<file path="config.mk">
export PLATFORM = sky130hd
export DESIGN_NAME = resta_flotante
export DESIGN_NICKNAME = d
export VERILOG_FILES = /design/src/rtl/resta_flotante.sv
export SDC_FILE = /design/constraint.sdc
export NUM_CORES = 1
export LEC_CHECK = 0
export CORE_MARGIN = 2
export CORE_UTILIZATION = 50
export DETAILED_ROUTE_END_ITERATION = 7
export PLACE_DENSITY_LB_ADDON = 0.15
export SYNTH_ARGS = -nofsm -noshare
export SYNTH_HDL_FRONTEND = slang
export SYNTH_SLANG_ARGS = --single-unit
export TNS_END_PERCENT = 10
</file>
<file path="constraint.sdc">
create_clock -name clk -period 7.7 [get_ports clk]
set_input_delay 0.77 -clock clk [delete_from_list [all_inputs] [get_ports clk]]
set_output_delay 0.77 -clock clk [all_outputs]
set_load 0.02 [all_outputs]
</file>
<file path="src/rtl/resta_flotante.sv">
// Sequential binary32 subtractor (out = A - B): flush-to-zero operands, bit-serial
// alignment and normalization, truncating arithmetic, start/done handshake.
module resta_flotante (
    input  logic        clk,
    input  logic        rst_n,
    input  logic        start,
    input  logic [31:0] A,
    input  logic [31:0] B,
    output logic [31:0] out,
    output logic        done,
    output logic        busy,
    output logic        overflow,
    output logic        underflow,
    output logic        invalid
);

    typedef enum logic [2:0] {
        IDLE  = 3'd0,
        ALIGN = 3'd1,
        OP    = 3'd2,
        NORM  = 3'd3,
        DONE  = 3'd4
    } state_t;

    localparam logic [31:0] QNAN = 32'h7FC0_0000;

    state_t state_reg, state_next;

    logic        sign_reg, sign_next;
    logic        eff_sub_reg, eff_sub_next;
    logic [7:0]  exp_reg, exp_next;
    logic [7:0]  diff_reg, diff_next;
    logic [23:0] man_l_reg, man_l_next;
    logic [23:0] man_s_reg, man_s_next;
    logic [24:0] sum_reg, sum_next;
    logic [31:0] out_reg, out_next;
    logic        ovf_reg, ovf_next;
    logic        unf_reg, unf_next;
    logic        inv_reg, inv_next;

    // Operand unpacking: index 0 is A, index 1 is B with its sign flipped,
    // so the rest of the datapath only ever computes A + (-B).
    logic [31:0] op_word [2];
    logic [7:0]  op_exp  [2];
    logic [23:0] op_man  [2];
    logic        op_sign [2];
    logic        op_zero [2];
    logic        op_nan  [2];

    assign op_word[0] = A;
    assign op_word[1] = B;

    genvar gi;
    generate
        for (gi = 0; gi < 2; gi++) begin : g_unpack
            assign op_exp[gi]  = op_word[gi][30:23];
            assign op_zero[gi] = (op_exp[gi] == 8'd0);
            assign op_nan[gi]  = (op_exp[gi] == 8'hFF);
            assign op_man[gi]  = op_zero[gi] ? 24'd0 : {1'b1, op_word[gi][22:0]};
            if (gi == 0) begin : g_sign_a
                assign op_sign[gi] = op_word[gi][31];
            end else begin : g_sign_b
                assign op_sign[gi] = ~op_word[gi][31];
            end
        end
    endgenerate

    // Magnitude ordering on {exp, mantissa}; ties keep A as the larger operand.
    logic        a_ge;
    logic [7:0]  exp_l, exp_s;
    logic [23:0] man_l, man_s;
    logic        sign_l, sign_s;
    logic [7:0]  diff_cap;

    assign a_ge     = {op_exp[0], op_man[0]} >= {op_exp[1], op_man[1]};
    assign exp_l    = a_ge ? op_exp[0]  : op_exp[1];
    assign exp_s    = a_ge ? op_exp[1]  : op_exp[0];
    assign man_l    = a_ge ? op_man[0]  : op_man[1];
    assign man_s    = a_ge ? op_man[1]  : op_man[0];
    assign sign_l   = a_ge ? op_sign[0] : op_sign[1];
    assign sign_s   = a_ge ? op_sign[1] : op_sign[0];
    assign diff_cap = exp_l - exp_s;

    logic [7:0] exp_inc;
    logic [7:0] exp_dec;
    assign exp_inc = exp_reg + 8'd1;
    assign exp_dec = exp_reg - 8'd1;

    always_ff @(posedge clk or negedge rst_n) begin
        if (!rst_n) begin
            state_reg <= IDLE;
        end else begin
            state_reg <= state_next;
        end
    end

    always_comb begin
        state_next   = state_reg;
        sign_next    = sign_reg;
        eff_sub_next = eff_sub_reg;
        exp_next     = exp_reg;
        diff_next    = diff_reg;
        man_l_next   = man_l_reg;
        man_s_next   = man_s_reg;
        sum_next     = sum_reg;
        out_next     = out_reg;
        ovf_next     = ovf_reg;
        unf_next     = unf_reg;
        inv_next     = inv_reg;

        case (state_reg)
            IDLE: begin
                if (start) begin
                    if (op_nan[0] || op_nan[1]) begin
                        out_next   = QNAN;
                        ovf_next   = 1'b0;
                        unf_next   = 1'b0;
                        inv_next   = 1'b1;
                        state_next = DONE;
                    end else if (op_zero[0] && op_zero[1]) begin
                        out_next   = 32'd0;
                        ovf_next   = 1'b0;
                        unf_next   = 1'b0;
                        inv_next   = 1'b0;
                        state_next = DONE;
                    end else begin
                        sign_next    = sign_l;
                        eff_sub_next = sign_l ^ sign_s;
                        exp_next     = exp_l;
                        diff_next    = diff_cap;
                        man_l_next   = man_l;
                        man_s_next   = man_s;
                        state_next   = (diff_cap != 8'd0) ? ALIGN : OP;
                    end
                end
            end

            ALIGN: begin
                // Beyond 24 positions every mantissa bit would fall off anyway.
                if (diff_reg > 8'd24) begin
                    man_s_next = 24'd0;
                    diff_next  = 8'd0;
                    state_next = OP;
                end else begin
                    man_s_next = man_s_reg >> 1;
                    diff_next  = diff_reg - 8'd1;
                    if (diff_reg == 8'd1) begin
                        state_next = OP;
                    end
                end
            end

            OP: begin
                if (eff_sub_reg) begin
                    sum_next = {1'b0, man_l_reg} - {1'b0, man_s_reg};
                end else begin
                    sum_next = {1'b0, man_l_reg} + {1'b0, man_s_reg};
                end
                state_next = NORM;
            end

            NORM: begin
                if (sum_reg == 25'd0) begin
                    out_next   = 32'd0;
                    ovf_next   = 1'b0;
                    unf_next   = 1'b0;
                    inv_next   = 1'b0;
                    state_next = DONE;
                end else if (sum_reg[24]) begin
                    sum_next   = sum_reg >> 1;
                    exp_next   = exp_inc;
                    unf_next   = 1'b0;
                    inv_next   = 1'b0;
                    if (exp_inc == 8'hFF) begin
                        out_next = {sign_reg, 8'hFF, 23'd0};
                        ovf_next = 1'b1;
                    end else begin
                        out_next = {sign_reg, exp_inc, sum_reg[23:1]};
                        ovf_next = 1'b0;
                    end
                    state_next = DONE;
                end else if (sum_reg[23]) begin
                    out_next   = {sign_reg, exp_reg, sum_reg[22:0]};
                    ovf_next   = 1'b0;
                    unf_next   = 1'b0;
                    inv_next   = 1'b0;
                    state_next = DONE;
                end else if (exp_reg == 8'd1) begin
                    // No denormals: anything below the smallest normal flushes to +0.
                    out_next   = 32'd0;
                    ovf_next   = 1'b0;
                    unf_next   = 1'b1;
                    inv_next   = 1'b0;
                    state_next = DONE;
                end else begin
                    sum_next = sum_reg << 1;
                    exp_next = exp_dec;
                end
            end

            DONE: begin
                state_next = IDLE;
            end

            default: begin
                state_next = IDLE;
            end
        endcase
    end

    always_ff @(posedge clk or negedge rst_n) begin
        if (!rst_n) begin
            sign_reg    <= 1'b0;
            eff_sub_reg <= 1'b0;
            exp_reg     <= 8'd0;
            diff_reg    <= 8'd0;
            man_l_reg   <= 24'd0;
            man_s_reg   <= 24'd0;
            sum_reg     <= 25'd0;
            out_reg     <= 32'd0;
            ovf_reg     <= 1'b0;
            unf_reg     <= 1'b0;
            inv_reg     <= 1'b0;
        end else begin
            sign_reg    <= sign_next;
            eff_sub_reg <= eff_sub_next;
            exp_reg     <= exp_next;
            diff_reg    <= diff_next;
            man_l_reg   <= man_l_next;
            man_s_reg   <= man_s_next;
            sum_reg     <= sum_next;
            out_reg     <= out_next;
            ovf_reg     <= ovf_next;
            unf_reg     <= unf_next;
            inv_reg     <= inv_next;
        end
    end

    assign out       = out_reg;
    assign overflow  = ovf_reg;
    assign underflow = unf_reg;
    assign invalid   = inv_reg;
    assign done      = (state_reg == DONE);
    assign busy      = (state_reg != IDLE);

endmodule

</file>
==> results_dict.tcl, run 1 <==
set metrics [dict create \
    htreeDepth 4 \
    cp_max_fo 57 \
    crit_path_frequent_cell "ha_1" \
    synthArstFlopShare 1.00 \
    timing.critical_path.slowest_cell_delay_ps 640 \
    power_density_nw_per_um2 487 \
    route.detailed.drc 0 \
    finClkSkew_ps 10.7 \
    post_drt_via_cell_ratio 5.93 \
    cp-end-kind "flip-flop" \
    clock_sinks 129 \
    path_cells "clkdlybuf4s50_1 > nor4_1 > nand2_1 > and2_1 > ha_1 > a211oi_1 > nor2_1 > o21a_1 > o311ai_2 > and2_4 > a21oi_1 > ha_1 > a32oi_1 > nand3_1 > xnor2_1 > nor4_2 > nand4_1 > a2111o_1" \
    grt_usage 0.271 \
    path_clk_slew_ps 60 \
    diodes 0 \
    insertion_delay_ps 420 \
    io_pins 104 \
    p_comb_frac 0.591 \
    outcome "finished clean" \
    final_layout_size_suffix_gt1_frac 0.0511 \
    synth_edf_count 0 \
    clockBufferDepth 2 \
    cp-start-kind "input port" \
    n_fill_cell 1826 \
    slew_violations 0 \
    core-area_um2 19500 \
    dp_cells 1545 \
    globalplace.congestion 0.895 \
    internal-power_w 0.00306 \
    initial_utilization 0.509 \
    synth.cell_area_um2 9900 \
    r2r_cells 13 \
    path_class "input port to flip-flop" \
    placed_area_um2 11100 \
    slowest_stage "and2_4" \
    antenna_found_initial 0 \
    postRouteAntennaNets 0 \
    p_switching_w 0.00264 \
    nets 1433 \
    cp.arrival_ps 6380 \
    synthFlopType "dfrtp_1" \
    cts-root-buf "clkbuf_16" \
    grt_max_degree 70 \
    tightest_slew_ps 1100 \
    synthDistinctLibCells 75 \
    synthCells 1245 \
    place_ws_ps 1240 \
    finish.utilization 0.602 \
    hold_violations 0 \
    wl_per_cell_um 17.5 \
    holdBufCountCts 0 \
    post-dp-hpwl_mm 20.0 \
    largest_reg_flops 32 \
    worstPathRequired_ps 7990 \
    fp.dieW_um 145 \
    post_cts_resized 0 \
    numCtsBuffers 17 \
    dieArea_um2 20900 \
    grt_pass1_vias 8853 \
    rows 51 \
    pwr-share-seq 0.253 \
    hold_path.class "input port to async pin" \
    grt_pass1_wl_mm 45.4 \
    power_leakage_nw 4.84 \
    setup_viol 0 \
    finalCritPeriodShare 0.791 \
    setup_slack_ps 1610 \
    wl_mm 27.6 \
    io_buffers 103 \
    cts_tree "built" \
    yosys_warnings 0 \
    ys_ff_latch 129 \
    drt-pass1-iter-count 5 \
    syn-num-nets 1379 \
    final_cell_area_um2 11700 \
    area_delta_synth_final_pct 18.4 \
    cap_viol_max_count 0 \
    irDropWorstVdd_uv 241 \
    synth_area_per_cell_um2 7.95 \
    p_clk_frac 0.156 \
    switching_share 0.464 \
    ys_seq_area_frac 0.326 \
    drtIter0Drc 782 \
    die_h_um 145 \
    post_layout_nonfiller_instances 1576 \
    vias 9351 \
    fin_tns_setup_ps 0 \
    overflow 0 \
    max_slew_margin 0.263 \
    rsz0062_at_grt "false" \
    fin_crit_ps 6090 \
    fmax_mhz 164 \
    post_cts_buffers 0 \
]
==> Yosys cell counts, drive strengths merged (3+ instances only) <==
library cell	instances	area (um^2)
nand2	153	577
nor2	151	567
dfrtp	129	3230
o21ai	128	644
a21oi	80	400
clkbuf	70	264
ha	66	826
a22oi	41	308
xnor2	41	359
inv	40	150
a221oi	38	333
nor3	29	145
and2	27	171
nor4	22	144
a221o	20	200
nand3	15	75.1
o22a	15	131
buf	14	62.6
nor2b	14	87.6
nand4	13	81.3
a31oi	12	75.1
xor2	11	96.3
a211oi	9	72.6
nand2b	9	56.3
o21a	9	67.6
a21o	8	60.1
mux2i	7	73.8
nor3b	7	52.6
a21boi	5	41.3
o21bai	5	37.5
nand3b	4	30.0
nor4b	4	35.0
o22ai	4	25.0
and3	3	18.8
o211ai	3	22.5
or4	3	26.3
==> final cells by class <==
type / count / area, um^2 / area share
clock buffer: 18 / 429 / 0.0366
clock inverter: 13 / 210 / 0.0179
inverter: 40 / 150 / 0.0128
multi-input combinational: 992 / 6220 / 0.531
sequential: 129 / 3230 / 0.275
tap: 265 / 332 / 0.0283
timing repair buffer: 119 / 1150 / 0.0980
==> per-stage QoR <==
stage               total power, W  hold WS [ps]
CTS                        0.00570           467
finish                     0.00570           430
floorplan                  0.00390           444
global route               0.00622           503
global placement           0.00471           460
detailed placement         0.00478           469
==> path summary, 6_finish.rpt <==
kind | start | endpoint | slack [ps]
worst max-delay path | A[25] | state_reg[0] | 1610
worst min-delay path | rst_n | invalid | 430
worst max register to register | eff_sub_reg | sum_reg[23] | 3300
worst min register to register | underflow | underflow | 480
max in group asynchronous | rst_n | man_l_reg[6] | 5860
min in group clk | underflow | underflow | 480
==> cells by family (layout without fill, tap and decap cells) <==
kind of cell,count (synthesis),count (layout),synth area share
AND/OR/NAND/NOR,463,463,0.216
flip-flops,129,129,0.326
AO/OA/AOI/OAI,402,402,0.270
buffers and inverters,124,190,0.0481
XOR/XNOR,52,52,0.0460
multiplexers,8,8,0.00859
adder cells (fa/ha/maj),67,67,0.0854
==> worst max-delay path: cells and delay by family <==
kind	cells	cell delay, ps
AO/OA/AOI/OAI	6	1840
XOR/XNOR	1	160
adder cells (fa/ha/maj)	2	530
buffers and inverters	1	570
AND/OR/NAND/NOR	8	2460
==> cell usage in the layout, fill, tap and decap left out, types with 8 or more instances in the layout <==
master / n
clkbuf_16: 17
nor3_1: 26
o22a_1: 15
dfrtp_1: 129
clkdlybuf4s50_1: 102
a211oi_1: 8
buf_4: 17
o21ai_0: 125
a21oi_1: 80
a221o_1: 20
o21a_1: 9
nand2b_1: 9
nor2b_1: 14
a31oi_1: 12
a22oi_1: 41
nand4_1: 13
nand2_1: 152
nor2_1: 151
a21o_1: 8
xor2_1: 11
xnor2_1: 41
nor4_1: 20
inv_1: 40
and2_1: 26
ha_1: 66
nand3_1: 15
a221oi_1: 38
==> power groups by stage <==
stage          combinational, W  clock [W]  sequential (W)
5_1_grt                 0.00380   0.000925         0.00150
3_3_place_gp            0.00328          0         0.00143
2_1_floorplan           0.00253          0         0.00137
6_report                0.00337   0.000888         0.00144
3_5_place_dp            0.00333          0         0.00144
4_1_cts                 0.00337   0.000896         0.00143
==> metal layers <==
layer	vias up	part of all wire	track usage
met3	28	0.053	0.0299
met5	-	0	0
met4	0	0.013	0.0583
met1	4391	0.49	0.404
li1	4640	-	-
met2	292	0.44	0.425
Power figures use the tool's default switching activity.
==> inputs of run 2 (changes only) <==
Clock period 7.7 ns to 5.3 ns, I/O delays scaled along.
==> results_dict.tcl, run 2 (same netlist as run 1, synthesis figures left out) <==
set metrics [dict create \
    post_layout_nonfiller_instances 1600 \
    dp_cells 1569 \
    slew_violations 0 \
    worstPathRequired_ps 5600 \
    cts-root-buf "clkbuf_16" \
    route.detailed.drc 0 \
    insertion_delay_ps 420 \
    cp-end-kind "flip-flop" \
    hold_violations 0 \
    clockBufferDepth 2 \
    globalplace.congestion 0.950 \
    cp_top_family "compound AO/OA/AOI/OAI gates" \
    hold_path.class "flip-flop to flip-flop" \
    grt_pass1_wl_mm 45.4 \
    die_h_um 145 \
    setup_viol 0 \
    layout_common_cells "nand2_1, nor2_1, dfrtp_1" \
    drtIter0Drc 880 \
    final_layout_size_suffix_gt1_frac 0.0652 \
    cp-start-kind "input port" \
    grt_usage 0.273 \
    fmax_mhz 212 \
    drt-pass1-iter-count 5 \
    initial_utilization 0.509 \
    hold_end "out[18]" \
    rsz0062_at_grt "false" \
    final_common_cell "nand2_1" \
    area_delta_synth_final_pct 20.1 \
    finalCritPeriodShare 0.892 \
    outcome "finished clean" \
    timing.critical_path.slowest_cell_delay_ps 500 \
    fin_crit_ps 4730 \
    slowest_stage "o311ai_2" \
    r2r_setup_slack_ps 1100 \
    nets 1458 \
    post_cts_resized 0 \
    path_cells "clkdlybuf4s50_1 > nor4_1 > nand2_1 > buf_12 > and2_1 > ha_1 > a211oi_1 > nor2_1 > o21a_1 > o311ai_2 > and2_4 > a21oi_1 > ha_1 > a32oi_1 > nand3_1 > xnor2_1 > nor4_2 > nand4_1 > a2111o_1" \
    r2r_cells 16 \
    dieArea_um2 20900 \
    cts_tree "built" \
    worst_hold_startpoint "out[18]" \
    post-dp-hpwl_mm 20.2 \
    overflow 0 \
    numCtsBuffers 17 \
    cp.arrival_ps 5020 \
    fp.dieW_um 145 \
    post_drt_via_cell_ratio 6.05 \
    htreeDepth 4 \
    io_buffers 103 \
    grt_pass1_vias 8769 \
    finClkSkew_ps 5.87 \
    fin_tns_setup_ps 0 \
    antenna_found_initial 0 \
    wl_mm 27.5 \
    power_leakage_nw 4.96 \
    post-layout-total-power_w 0.00822 \
    clock_sinks 129 \
    cp.buffers_inverters 2 \
    irDropWorstVdd_uv 279 \
    tightest_slew_ps 1150 \
    max_slew_margin 0.231 \
    r2r_start "man_s_reg[1]" \
    cap_viol_max_count 0 \
    r2r_end "sum_reg[22]" \
    path_class "input port to flip-flop" \
    rows 51 \
    io_pins 104 \
    grt_max_degree 61 \
    cp_max_fo 26 \
    power_density_nw_per_um2 691 \
    largest_reg_flops 32 \
    crit_path_frequent_cell "ha_1" \
    postRouteAntennaNets 0 \
    wl_per_cell_um 17.2 \
    path_clk_slew_ps 50 \
    whs_path_depth 2 \
    diodes 0 \
    core-area_um2 19500 \
    vias 9673 \
]
-- run 2: changes by cell type in the layout (fill, tap and decap cells not counted), moves of 3 or more --
cell and delta:
buf_4 +21, clkbuf_8 +3, clkbuf_1 +3, buf_12 +3
clkinv_4 -3
-- run 2: final cells by class --
cell class              instances  area, um^2
clock inverters                 6         105
clock buffers                  24         482
fillers                      1775        7570
inverters                      40         150
multi-input cells             992        6220
repair buffers                144        1380
well taps                     265         332
flip-flops and latches        129        3230
-- run 2: worst max-delay path by stage --
stage           from      endpoint  slack, ps  depth (start not counted)
6_report       A[27]  state_reg[0]        570                         19
5_1_grt        A[27]  state_reg[0]        190                         20
4_1_cts        A[27]  state_reg[0]        620                         19
3_5_place_dp   A[27]  state_reg[0]        170                         20
3_3_place_gp   A[27]  state_reg[0]        300                         19
2_1_floorplan  A[23]  state_reg[0]        550                         20
-- run 2: report_power, final --
part	internal, W	switching, W
sequential	0.00149	0.000592
combinational	0.00216	0.00280
clock	0.000769	0.000413
-- run 2: repair_timing --
action                                 4_1_cts  5_1_grt
hold buffers                                 1        0
endpoints found under the hold margin       13        0
buffers inserted                             0        0
-- run 2: worst register-to-register path, delay by kind of cell, from the launching register on --
kind / cells / cell delay (ps)
flops: 1 / 420
xor+xnor: 2 / 330
fa+ha+maj: 1 / 370
compound gates: 9 / 2060
simple gates: 4 / 880
-- run 2: through the flow --
step	utilization	hold WS [ps]	worst slack (ps)	area (um^2)
final	0.611	473	575	11900
after global routing	0.611	511	188	11900
after CTS	0.611	481	619	11900
after detailed placement	0.581	390	168	11300
after global placement	0.581	390	298	11300
after floorplan	-	234	547	9900
-- run 2: routing by layer --
metal	up-vias	GRT usage	wire length [um]
li1	4706	-	-
met1	4552	0.408	13500
met2	374	0.402	11900
met3	41	0.0477	1680
met4	0	0.0843	500
met5	-	0	0
